$ cat src/rtl/pipelined_cla_addsub.sv
// Pipelined add/subtract: one SEG-bit carry-lookahead segment per stage, carry registered between stages.
// Supports ADD/SUB/ADC/SBB with cout, overflow, zero and negative flags under valid/ready flow control.
module pipelined_cla_addsub #(
   parameter int WIDTH = 32,
   parameter int SEG   = 8
) (
   input  logic             i_clk,
   input  logic             i_rst,
   input  logic             i_valid,
   output logic             o_ready,
   input  logic [WIDTH-1:0] i_add1,
   input  logic [WIDTH-1:0] i_add2,
   input  logic [1:0]       i_op,
   input  logic             i_carry,
   output logic             o_valid,
   input  logic             i_ready,
   output logic [WIDTH-1:0] o_result,
   output logic             o_cout,
   output logic             o_overflow,
   output logic             o_zero,
   output logic             o_neg
);
   localparam int NSTG = WIDTH / SEG;

   typedef struct packed {
      logic [SEG-1:0] sum;
      logic           cout;
      logic           cmsb;
   } seg_t;

   function automatic seg_t cla_seg(input logic [SEG-1:0] a, input logic [SEG-1:0] b,
                                    input logic cin);
      logic [SEG:0] c;
      seg_t r;
      c[0] = cin;
      for (int unsigned i = 0; i < SEG; i++)
         c[i+1] = (a[i] & b[i]) | ((a[i] | b[i]) & c[i]);
      r.sum  = a ^ b ^ c[SEG-1:0];
      r.cout = c[SEG];
      r.cmsb = c[SEG-1];
      return r;
   endfunction

   logic                 adv;
   logic [NSTG-1:0]      vld;
   // data_q[k]: segments 0..k hold results, the rest still hold raw A
   logic [WIDTH-1:0]     data_q [NSTG];
   logic [WIDTH-1:0]     b_q    [NSTG];
   logic                 cy_q   [NSTG];
   logic                 cm_q   [NSTG];
   logic [NSTG-1:0]      zb_q   [NSTG];

   // Index k is the input of stage k; index NSTG is the output of the last stage.
   logic [WIDTH-1:0]     in_data [NSTG+1];
   logic [WIDTH-1:0]     in_b    [NSTG+1];
   logic                 in_cy   [NSTG+1];
   logic [NSTG-1:0]      in_zb   [NSTG+1];

   seg_t                 sg      [NSTG];
   logic [WIDTH-1:0]     data_n  [NSTG];
   logic [WIDTH-1:0]     b_n     [NSTG];
   logic                 cy_n    [NSTG];
   logic                 cm_n    [NSTG];
   logic [NSTG-1:0]      zb_n    [NSTG];

   always_comb begin
      adv        = !vld[NSTG-1] | i_ready;
      in_data[0] = i_add1;
      in_b[0]    = i_op[0] ? ~i_add2 : i_add2;
      in_cy[0]   = i_op[1] ? i_carry : i_op[0];
      in_zb[0]   = '0;
      for (int unsigned k = 1; k <= NSTG; k++) begin
         in_data[k] = data_q[k-1];
         in_b[k]    = b_q[k-1];
         in_cy[k]   = cy_q[k-1];
         in_zb[k]   = zb_q[k-1];
      end
      for (int unsigned k = 0; k < NSTG; k++) begin
         sg[k]     = cla_seg(in_data[k][k*SEG +: SEG], in_b[k][k*SEG +: SEG], in_cy[k]);
         data_n[k] = in_data[k];
         data_n[k][k*SEG +: SEG] = sg[k].sum;
         b_n[k]    = in_b[k];
         cy_n[k]   = sg[k].cout;
         cm_n[k]   = sg[k].cmsb;
         zb_n[k]   = in_zb[k];
         zb_n[k][k] = ~|sg[k].sum;
      end
   end

   always_ff @(posedge i_clk) begin
      if (i_rst) begin
         vld <= '0;
         for (int unsigned k = 0; k < NSTG; k++) begin
            data_q[k] <= '0;
            b_q[k]    <= '0;
            cy_q[k]   <= 1'b0;
            cm_q[k]   <= 1'b0;
            zb_q[k]   <= '0;
         end
      end else if (adv) begin
         vld[0] <= i_valid;
         for (int unsigned k = 1; k < NSTG; k++)
            vld[k] <= vld[k-1];
         for (int unsigned k = 0; k < NSTG; k++) begin
            data_q[k] <= data_n[k];
            b_q[k]    <= b_n[k];
            cy_q[k]   <= cy_n[k];
            cm_q[k]   <= cm_n[k];
            zb_q[k]   <= zb_n[k];
         end
      end
   end

   always_comb begin
      o_ready    = adv;
      o_valid    = vld[NSTG-1];
      o_result   = data_q[NSTG-1];
      o_cout     = cy_q[NSTG-1];
      o_overflow = cy_q[NSTG-1] ^ cm_q[NSTG-1];
      o_zero     = &zb_q[NSTG-1];
      o_neg      = data_q[NSTG-1][WIDTH-1];
   end
endmodule

$ cat config.mk
export PLATFORM = sky130hd
export DESIGN_NAME = pipelined_cla_addsub
export DESIGN_NICKNAME = d
export VERILOG_FILES = /design/src/rtl/pipelined_cla_addsub.sv
export SDC_FILE = /design/constraint.sdc
export NUM_CORES = 1
export LEC_CHECK = 0
export CAP_MARGIN = 20
export CORE_MARGIN = 3
export CORE_UTILIZATION = 55
export CTS_CLUSTER_DIAMETER = 200
export DETAILED_ROUTE_END_ITERATION = 10
export MAX_ROUTING_LAYER = met4
export PLACE_DENSITY = 0.8
export SKIP_CTS_REPAIR_TIMING = 1
export SLEW_MARGIN = 20
export SYNTH_ARGS = -nofsm -noshare
export SYNTH_HDL_FRONTEND = slang
export SYNTH_SLANG_ARGS = --single-unit
$ cat constraint.sdc
create_clock -name i_clk -period 9.01 [get_ports i_clk]
set_input_delay 2.703 -clock i_clk [delete_from_list [all_inputs] [get_ports i_clk]]
set_output_delay 2.703 -clock i_clk [all_outputs]
set_load 0.1 [all_outputs]
; Word level (Yosys, flattened, before mapping)
; Memory sizes are Yosys's and may differ from the RTL's.
; Cells that the tools add are included.
; Widths: inputs -> output; s select.
[word_totals]
ff_bits = 4
ram_bits = 280
in_bits = 71
out_inout_bits = 38
word_cells = 202
memories = 5
[classes]
mux = 27
bitwise = 159
reduce_logical = 10
[mem_list]
columns = name, words, word_bits, read_ports, rd_ports_with_merged_regs, write_ports, line
row1 = b_q, 4, 32, 3, 0, 4, 48  ; logic [WIDTH-1:0] b_q [NSTG];
row2 = data_q, 4, 32, 4, 0, 4, 47  ; logic [WIDTH-1:0] data_q [NSTG];
row3 = zb_q, 4, 4, 4, 0, 4, 51  ; logic [NSTG-1:0] zb_q [NSTG];
row4 = cm_q, 4, 1, 1, 0, 4, 50  ; logic cm_q [NSTG];
row5 = cy_q, 4, 1, 4, 0, 4, 49  ; logic cy_q [NSTG];
[ops]
columns = op, count
row1 = $mux 32, 9
row2 = $or 1x1->1, 85
row3 = $and 1x1->1, 64
row4 = $xor 8x8->8, 8
row5 = $not 32->32, 1
row6 = $reduce_or 8->1, 4
row7 = $mux 4, 4
row8 = $mux 1, 14
row9 = $logic_not 1->1, 5
row10 = $reduce_and 4->1, 1
row11 = $xor 1x1->1, 1

; Depth between registers and ports, before layout
[depth]
ltp_word = 21
depth_mapped = 17
depth_no_buf = 15

; Least setup slack after synthesis
; OpenSTA, ideal clock, no wires.
[synth_path]
path_type = in2reg
startpoint = in i_rst
endpoint = mem b_q[0][10], enable pin
setup_ns = 0.586
arrival_time_ns = 7.288
required_ns = 8.424
slack_ns = 1.136
path_stages = 1
path_buffers = 0
cell_sequence = nand2b_1
[synth_rtl]
columns = item, line
row1 = "start, declared", 8  ; input logic i_rst,
row2 = "end, declared", 48

; Worst setup path in the final report
[layout_path]
startpoint = in i_ready
endpoint = out o_ready
[layout_via]
elab_chain_cells = 1
[layout_lines]
columns = item, line
row1 = "start, declared", 16  ; input logic i_ready,
row2 = $or 1x1->1, 67  ; adv = !vld[NSTG-1] | i_ready;
row3 = "end, declared", 10  ; output logic o_ready,
; No other way between the ends.

==> impl_metrics.prom <==
# TYPE chip_impl_metric gauge
chip_impl_metric{name="cts_buffer_depth",unit=""} 2
chip_impl_info{name="cp-end-kind",value="output pin"} 1
chip_impl_metric{name="synthXorXnorAreaFrac",unit="%"} 3.48
chip_impl_metric{name="synth_fp_nets",unit=""} 636
chip_impl_info{name="critPathLaunchType",value="input pin"} 1
chip_impl_metric{name="number_of_setup_violations_in_the_final_report",unit=""} 0
chip_impl_metric{name="antenna_found_initial",unit=""} 0
chip_impl_metric{name="die_h",unit="µm"} 129
chip_impl_metric{name="gp_routability_congestion",unit=""} 0.802
chip_impl_metric{name="synth_enable_flop_cells",unit=""} 191
chip_impl_metric{name="max_slew.worst_pin.slew",unit="ps"} 993
chip_impl_metric{name="floorplan.initialDensity",unit="%"} 56.7
chip_impl_metric{name="n_fill_cell",unit=""} 956
chip_impl_metric{name="cellPowerDensity",unit="nW/µm²"} 203
chip_impl_metric{name="die-area",unit="µm²"} 16600
chip_impl_info{name="cts_tree",value="done"} 1
chip_impl_metric{name="reg2reg_slack",unit="ps"} 4770
chip_impl_metric{name="yosys_warnings",unit=""} 0
chip_impl_metric{name="finClkSkew",unit="ps"} 9.27
chip_impl_metric{name="timing.critical_path.fanout_max",unit=""} 8
chip_impl_metric{name="insertion_delay",unit="ps"} 430
chip_impl_info{name="yosys.area.top_type",value="edfxtp_1"} 1
chip_impl_info{name="crit_path_end",value="o_ready"} 1
chip_impl_info{name="rsz0062_at_grt",value="no"} 1
chip_impl_metric{name="route.antenna.remaining_nets",unit=""} 0
chip_impl_metric{name="fin_crit",unit="ps"} 7190
chip_impl_metric{name="dpl.cell_count",unit=""} 800
chip_impl_info{name="rr_endpoint",value="zb_q[2][2]"} 1
chip_impl_info{name="path_class",value="in2out"} 1
chip_impl_metric{name="synth_simple_gate_area_share",unit="%"} 15.1
chip_impl_metric{name="ys_async_sr_fraction",unit="%"} 0
chip_impl_metric{name="die_boundary_width",unit="µm"} 129
chip_impl_metric{name="grt_pass1_wl",unit="mm"} 19.4
chip_impl_metric{name="power.static_leakage",unit="nW"} 4.08
chip_impl_metric{name="avgRoutedWirePerCell",unit="µm"} 14.3
chip_impl_metric{name="ys_seq_area_share",unit="%"} 70.1
chip_impl_info{name="run_status",value="complete, no violations"} 1
chip_impl_metric{name="core.rowCount",unit=""} 44
chip_impl_metric{name="route.vias.total",unit=""} 4000
chip_impl_metric{name="place.port_buffers",unit=""} 108
chip_impl_metric{name="timing.hold.ws",unit="ps"} 482
chip_impl_metric{name="hpwl",unit="mm"} 7.58
chip_impl_info{name="root_cell_of_the_clock_tree",value="clkbuf_16"} 1
chip_impl_metric{name="total_negative_setup_slack",unit="ps"} 0
chip_impl_info{name="worstReg2RegStart",value="b_q[0][48]"} 1
chip_impl_metric{name="cap_violations",unit=""} 0
chip_impl_metric{name="drt_pre_antenna_iters",unit=""} 4
chip_impl_metric{name="num_antenna_cells",unit=""} 0
chip_impl_metric{name="maxSlewHeadroom",unit="%"} 33.6
chip_impl_metric{name="timing.reg2reg.worst_path_depth",unit=""} 12
chip_impl_metric{name="synth-seq-cells",unit=""} 195
chip_impl_metric{name="remaining_drc_errors",unit=""} 0
chip_impl_metric{name="fmax",unit="GHz"} 0.139
chip_impl_metric{name="portion_of_netlist_area_occupied_by_mux_cells",unit="%"} 0.482
chip_impl_metric{name="cts-htree-levels",unit=""} 4
chip_impl_info{name="synthTopCellsByCount",value="edfxtp_1 (191), and2_1 (149), nor2_1 (45), fa_1 (32), inv_1 (31)"} 1
chip_impl_metric{name="synth_cell_types",unit=""} 26
chip_impl_info{name="timing.critical_path.from",value="i_ready"} 1
chip_impl_info{name="synth_top_family_by_area",value="simple AND/OR/NAND/NOR gates"} 1
chip_impl_info{name="synth_top_cells_by_area",value="edfxtp_1 (69%), and2_1 (11%), fa_1 (7.7%)"} 1
chip_impl_metric{name="syn_inst",unit=""} 533
chip_impl_metric{name="synth_area",unit="µm²"} 8300
chip_impl_metric{name="final_cell_count_no_fill",unit=""} 833
chip_impl_metric{name="vias_in_the_first_global_route",unit=""} 4157
chip_impl_metric{name="post_synth_fa_ha_maj_area_fraction",unit="%"} 7.72
chip_impl_metric{name="post-layout-total-power",unit="W"} 0.00206
chip_impl_metric{name="cp_data_arrival_time",unit="ps"} 4490
chip_impl_info{name="postSynth.topFlopCell",value="edfxtp_1"} 1
chip_impl_metric{name="route.detailed.vias_per_inst",unit=""} 4.80
chip_impl_metric{name="clock_sinks",unit=""} 195
chip_impl_metric{name="fraction_of_layout_cells_with_a_size_suffix_above_1",unit="%"} 6.32
chip_impl_metric{name="gr-usage-all-layers",unit="%"} 15.9
chip_impl_metric{name="synth_compound_area_share",unit="%"} 0
chip_impl_metric{name="clkSlewWorstSetupHoldPaths",unit="ps"} 70
chip_impl_metric{name="pin_count",unit=""} 109
chip_impl_metric{name="global_route.overflow_total",unit=""} 0
chip_impl_metric{name="netlist.area_leader.share",unit="%"} 69.1
chip_impl_metric{name="nNetsFinal",unit=""} 739
chip_impl_metric{name="final_period_util",unit="%"} 79.8
chip_impl_metric{name="detail_route.iter0.violations",unit=""} 269
chip_impl_metric{name="report.final.slew_viol_count",unit=""} 0
chip_impl_metric{name="pin_count_of_the_biggest_net_entering_global_routing",unit=""} 107
chip_impl_metric{name="vdd.ir_drop.worst",unit="mV"} 0.162
chip_impl_metric{name="coreArea",unit="µm²"} 14600
chip_impl_info{name="synthMostInstantiatedCell",value="edfxtp_1"} 1
chip_impl_metric{name="totalWireLength",unit="mm"} 11.9
chip_impl_info{name="hp-class",value="reg2reg"} 1
chip_impl_metric{name="finalHoldViolCount",unit=""} 0
chip_impl_metric{name="worst-endpoint-required",unit="ps"} 6310
chip_impl_metric{name="cts_buffers",unit=""} 17
chip_impl_metric{name="post_synthesis_area_per_instance",unit="µm²"} 15.6
chip_impl_metric{name="area_growth",unit="%"} 21.9
per-layer routing:
| layer | GRT usage (%) | vias up | wire length [µm] |
|---|---|---|---|
| met5 | - | - | 0 |
| met4 | 6.79 | 0 | 217 |
| met3 | 4.32 | 17 | 629 |
| met2 | 26.5 | 89 | 6280 |
| met1 | 18.1 | 1908 | 4780 |
| li1 | - | 1986 | - |
metrics by stage:
| step | instance area [µm²] | utilization (%) | worst slack (ps) |
|---|---|---|---|
| final | 10100 | 69.1 | 1820 |
| after global routing | 10100 | 69.1 | 1770 |
| after CTS | 10100 | 68.9 | 1820 |
| after detailed placement | 9500 | 64.8 | 1760 |
| after global placement | 9500 | 64.8 | 1830 |
| after floorplan | 8300 | - | 1140 |
worst max-delay path, stage by stage:
cell             delay, ps
clkdlybuf4s50_1        440
nor2b_4                290
inv_1                   80
clkdlybuf4s50_1        970
area by class of cell:
cell class	count	area [µm²]	area share, %
flip-flops and latches	195	5820	57.5
clock buffers	18	429	4.24
inverters	31	116	1.15
well taps	184	230	2.28
multi-input cells	280	2230	22.1
clock inverters	14	163	1.61
repair buffers	111	1130	11.2
cell usage in the layout (no fill, tap or decap), drive strengths merged, types with 7 or more instances in the layout:
cell / count
nor2: 46
clkdlybuf4s50: 107
fa: 32
xnor2: 29
and2: 149
edfxtp: 191
clkinv: 7
inv: 32
clkbuf: 18
power by group:
| group | switching [W] | internal (W) | leakage (nW) | total (W) |
|---|---|---|---|---|
| logic | 0.000136 | 0.0000954 | 1.49 | 0.000231 |
| clock network | 0.000312 | 0.000434 | 0.283 | 0.000746 |
| registers | 0.0000174 | 0.00106 | 2.31 | 0.00108 |
| total | 0.000464 | 0.00159 | 4.08 | 0.00206 |
worst min-delay path by stage:
stage | from | endpoint | slack, ps | cells after the start
2_1_floorplan | vld[2] | vld[3] | 440 | 2
3_3_place_gp | vld[2] | vld[3] | 450 | 2
3_5_place_dp | vld[2] | vld[3] | 480 | 2
4_1_cts | vld[2] | vld[3] | 490 | 2
5_1_grt | b_q[0][24] | b_q[0][56] | 530 | 1
6_report | vld[2] | vld[3] | 480 | 2
sequential cells by signal, indices dropped and copies added (netlist names):
signal and cells:
data_q 128, b_q 48, zb_q 10, cm_q 1, vld 4, cy_q 4
cell families (layout without fill, tap and decap cells):
logic type	count (synthesis)	in the layout
XOR/XNOR	33	33
adder cells (fa/ha/maj)	32	32
multiplexers	4	4
buffers and inverters	58	174
flip-flops	195	195
AND/OR/NAND/NOR	211	211
No activity file was read; power rests on OpenSTA's default activity.
